<file path="src/rtl/prio_encoder_rr.sv">
// prio_encoder_rr: registered N-to-log2(N) priority encoder, fixed or round-robin, valid/ready on both sides
module prio_encoder_rr #(
  parameter int N    = 8,
  parameter int W    = $clog2(N),
  parameter int MODE = 0
) (
  input  logic         clk,
  input  logic         rst_n,
  input  logic [N-1:0] req,
  input  logic         in_valid,
  output logic         in_ready,
  output logic [W-1:0] idx,
  output logic [N-1:0] onehot,
  output logic         none,
  output logic         multi,
  output logic         out_valid,
  input  logic         out_ready
);
  typedef enum logic {EMPTY, FULL} state_t;
  state_t state, state_nxt;
  logic [W-1:0] ptr, gidx;
  logic acc, pop, any, many;
  assign out_valid = state == FULL;
  assign in_ready = !out_valid || out_ready;
  assign acc = in_valid && in_ready;
  assign pop = out_valid && out_ready;
  assign any = |req;
  assign many = |(req & (req - N'(1)));
  // Scan offsets from farthest to nearest so the first set bit at or above ptr wins; W-bit sums wrap modulo N.
  always_comb begin
    gidx = '0;
    for (int k = N - 1; k >= 0; k--)
      if (req[W'(ptr + W'(k))]) gidx = W'(ptr + W'(k));
  end
  always_comb state_nxt = acc ? FULL : pop ? EMPTY : state;
  always_ff @(posedge clk or negedge rst_n)
    if (!rst_n) begin
      state  <= EMPTY;
      idx    <= '0;
      onehot <= '0;
      none   <= 1'b0;
      multi  <= 1'b0;
      ptr    <= '0;
    end else begin
      state <= state_nxt;
      if (acc) begin
        idx    <= any ? gidx : '0;
        onehot <= any ? N'(1) << gidx : '0;
        none   <= !any;
        multi  <= many;
        if (MODE == 1 && any) ptr <= gidx + W'(1);
      end
    end
endmodule
</file>
<file path="config.mk">
export PLATFORM = sky130hd
export DESIGN_NAME = prio_encoder_rr
export DESIGN_NICKNAME = d
export VERILOG_FILES = /design/src/rtl/prio_encoder_rr.sv
export SDC_FILE = /design/constraint.sdc
export NUM_CORES = 1
export LEC_CHECK = 0
export ABC_AREA = 1
export BUFFER_PORTS_ARGS = -buffer_cell sky130_fd_sc_hd__buf_2
export CAP_MARGIN = 20
export CORE_AREA = 10 10 56 58
export CTS_BUF_LIST = sky130_fd_sc_hd__clkbuf_16
export CTS_CLUSTER_SIZE = 16
export DETAILED_ROUTE_END_ITERATION = 10
export DIE_AREA = 0 0 66 68
export GPL_ROUTABILITY_DRIVEN = 0
export GPL_TIMING_DRIVEN = 0
export PLACE_DENSITY_LB_ADDON = 0.3
export SKIP_LAST_GASP = 1
export SYNTH_ARGS = -nofsm -noshare
export SYNTH_HDL_FRONTEND = slang
export SYNTH_SLANG_ARGS = --single-unit
export TNS_END_PERCENT = 30
</file>
<file path="constraint.sdc">
create_clock -name clk -period 1.5 [get_ports clk]
set_input_delay 0.15 -clock clk [delete_from_list [all_inputs] [get_ports clk]]
set_output_delay 0.15 -clock clk [all_outputs]
set_load 0.02 [all_outputs]
</file>
==> flow_metrics.tcl <==
set metrics [dict create \
    switchingPower_uw 304 \
    post_cts_resized 0 \
    die_h_um 68 \
    internal_power_uw 843 \
    initial_core_util_pct 37.4 \
    drt_iter0_markers 14 \
    firstDrtPassIters 4 \
    dieArea_sq_um 4490 \
    end_kind "register" \
    grt_pass1_wl_mm 3.11 \
    yosys.area_share.simple_pct 38.3 \
    clock_power_share_pct 42.5 \
    setup_tns_ps 0 \
    drive_above_1_share_pct 41.7 \
    cts_buffers 3 \
    routed_wl_mm 1.75 \
    grt_pass1_vias 736 \
    netlist_top_cells_area "dfrtp_1 44%, nand2_1 13%, nor2_1 4.8%, inv_1 4.3%, nand2_4 4.3%" \
    clock.fmax_mhz 921 \
    synth_nets 108 \
    antenna_found_initial 0 \
    yosysSeqAreaShare_pct 44.4 \
    fin_crit_sh_pct 72.4 \
    syn_area_sq_um 788 \
    syn-instance-count 96 \
    layout.nets 140 \
    crit_path_start_kind "register" \
    grtUsageTotal_pct 8.74 \
    synth-edff-count 0 \
    async_flop_share_pct 100 \
    yosysTopAreaCell "dfrtp_1" \
    floorplan.core_area_sq_um 2110 \
    crit_fanout 8 \
    die_w_um 66 \
    synthAdderAreaFrac_pct 0 \
    power.share.switching_pct 26.5 \
    synth-compound-area-share_pct 8.57 \
    p_per_area_nw_per_um2 1100 \
    rsz0062_at_grt "false" \
    slew_headroom_pct 79.6 \
    synth_xor_area_share_pct 0 \
    setup_viol 0 \
    ios 27 \
    cts_tree "built" \
    wire_per_inst_um 11.3 \
    area_growth_pct 32.2 \
    share_comb_of_total_power_pct 20.2 \
    tightest_slew_ps 306 \
    hold_class "primary input to register" \
    ys_dominant_reg_cell "dfrtp_1" \
    drc 0 \
    via_per_inst 4.50 \
    cts-root-buf "clkbuf_16" \
    antenna_cells 0 \
    finClkSkew_ps 3.02 \
    criticalPathCategory "register to register" \
    hold_violations 0 \
    crit_arrival_ps 1250 \
    portBuffers 26 \
    rows 17 \
    drv_cap 0 \
    via_count 697 \
    final.min_clock_period_ps 1090 \
    synth_top_area_share_pct 44.4 \
    synth_cell_types 19 \
    synth_top_family_by_area "simple AND/OR/NAND/NOR gates" \
    path_clk_slew_ps 40 \
    fillers 212 \
    required_ps 1670 \
    whs_ps 255 \
    status "complete, no violations" \
    max-vdd-ir-drop_v 0.000518 \
    cts_buffer_depth 2 \
    cts_setup_buffers 0 \
    p_leak_uw 0.000567 \
    grt-ovfl-total 0 \
    seqPwrFrac_pct 37.3 \
    clock_latency_ps 240 \
    synth.yosys.warnings 3 \
    grt_max_degree 15 \
    synth-seq-cells 14 \
    drv_slew 0 \
    clock_sink_count 14 \
    hold_buffers 1 \
    ant_nets 0 \
    syn_area_per_cell_sq_um 8.21 \
    htreeDepth 1 \
    synth_mux_area_share_pct 0 \
    post-dp-hpwl_mm 1.46 \
]
==> power groups by stage <==
stage	clock network, uW	registers [uW]	logic (uW)
2_1_floorplan	0	473	108
3_3_place_gp	0	430	231
3_5_place_dp	0	433	233
4_1_cts	498	428	236
5_1_grt	515	432	259
6_report	487	428	232
==> critical path, cell delays in order, from the launching register on <==
cell and delay [ps]:
dfrtp_1 370, nand2_1 140, nand2_4 110, nor2_2 180
nand2_2 90, o21bai_2 130
==> layout by cell type, fill, tap and decap left out, types with 3 or more instances in the layout <==
master	instances
dfrtp_1	14
o21ai_2	3
nand2_1	27
nand2_2	5
inv_1	9
clkbuf_16	3
nor2_4	3
o21ai_0	5
nor2_1	10
nand2_4	3
buf_2	27
nand3_1	5
==> path summary, 6_finish.rpt <==
kind | cells past startpoint | from | slack, ps | endpoint
min in group asynchronous | 2 | rst_n | 330 | onehot[5]
hold reg to reg | 2 | onehot[4] | 470 | onehot[4]
setup / recovery | 5 | out_valid | 410 | onehot[0]
setup reg to reg | 5 | out_valid | 410 | onehot[0]
max in group asynchronous | 2 | rst_n | 940 | out_valid
hold / removal | 4 | out_ready | 260 | out_valid
==> layout make-up <==
cell class	count	area, sq um	area share [%]
clock inverters	1	3.75	0.360
multi-input cells	68	369	35.4
inverters	13	63.8	6.12
clock buffers	3	75.1	7.20
well taps	28	35.0	3.36
flip-flops and latches	14	350	33.6
repair buffers	27	140	13.4
plain buffers	1	5.00	0.480
==> logic make-up (layout without fill, tap and decap cells) <==
family	Yosys count	count (layout)
buffers and inverters	14	45
DFF	14	14
AOI/OAI and AO/OA	10	10
and+or+nand+nor	58	58
==> through the flow <==
step	worst slack (ps)	util [%]	instance area (sq um)	total power, uW	cells
after floorplan	237	-	788	581	96
after global placement	417	45.3	953	661	150
after detailed placement	405	45.3	953	666	150
after CTS	398	49.5	1040	1160	155
after global routing	294	49.5	1040	1210	155
final	414	49.5	1040	1150	155
==> sequential cells by signal (all words and copies together), names as in the netlist <==
signal,count
multi,1
out_valid,1
idx,3
onehot,8
none,1
==> metal layers <==
metal / global-route usage, % / vias to the layer above / part of all wire, %
met5: 0 / - / 0
met4: 5.50 / 0 / 1.9
met3: 2.77 / 2 / 8.7
met2: 15.1 / 23 / 46
met1: 9.12 / 314 / 43
li1: - / 358 / -
==> synth_stat cells (2+ instances only) <==
master    n
nand2_1  27
dfrtp_1  14
nor2_1   10
inv_1     9
nand2_2   5
nand3_1   5
o21ai_0   5
nand2_4   3
nor2_4    3
o21ai_2   3
inv_2     2
nand3_2   2
nor2_2    2
No activity file was read; power rests on OpenSTA's default activity.
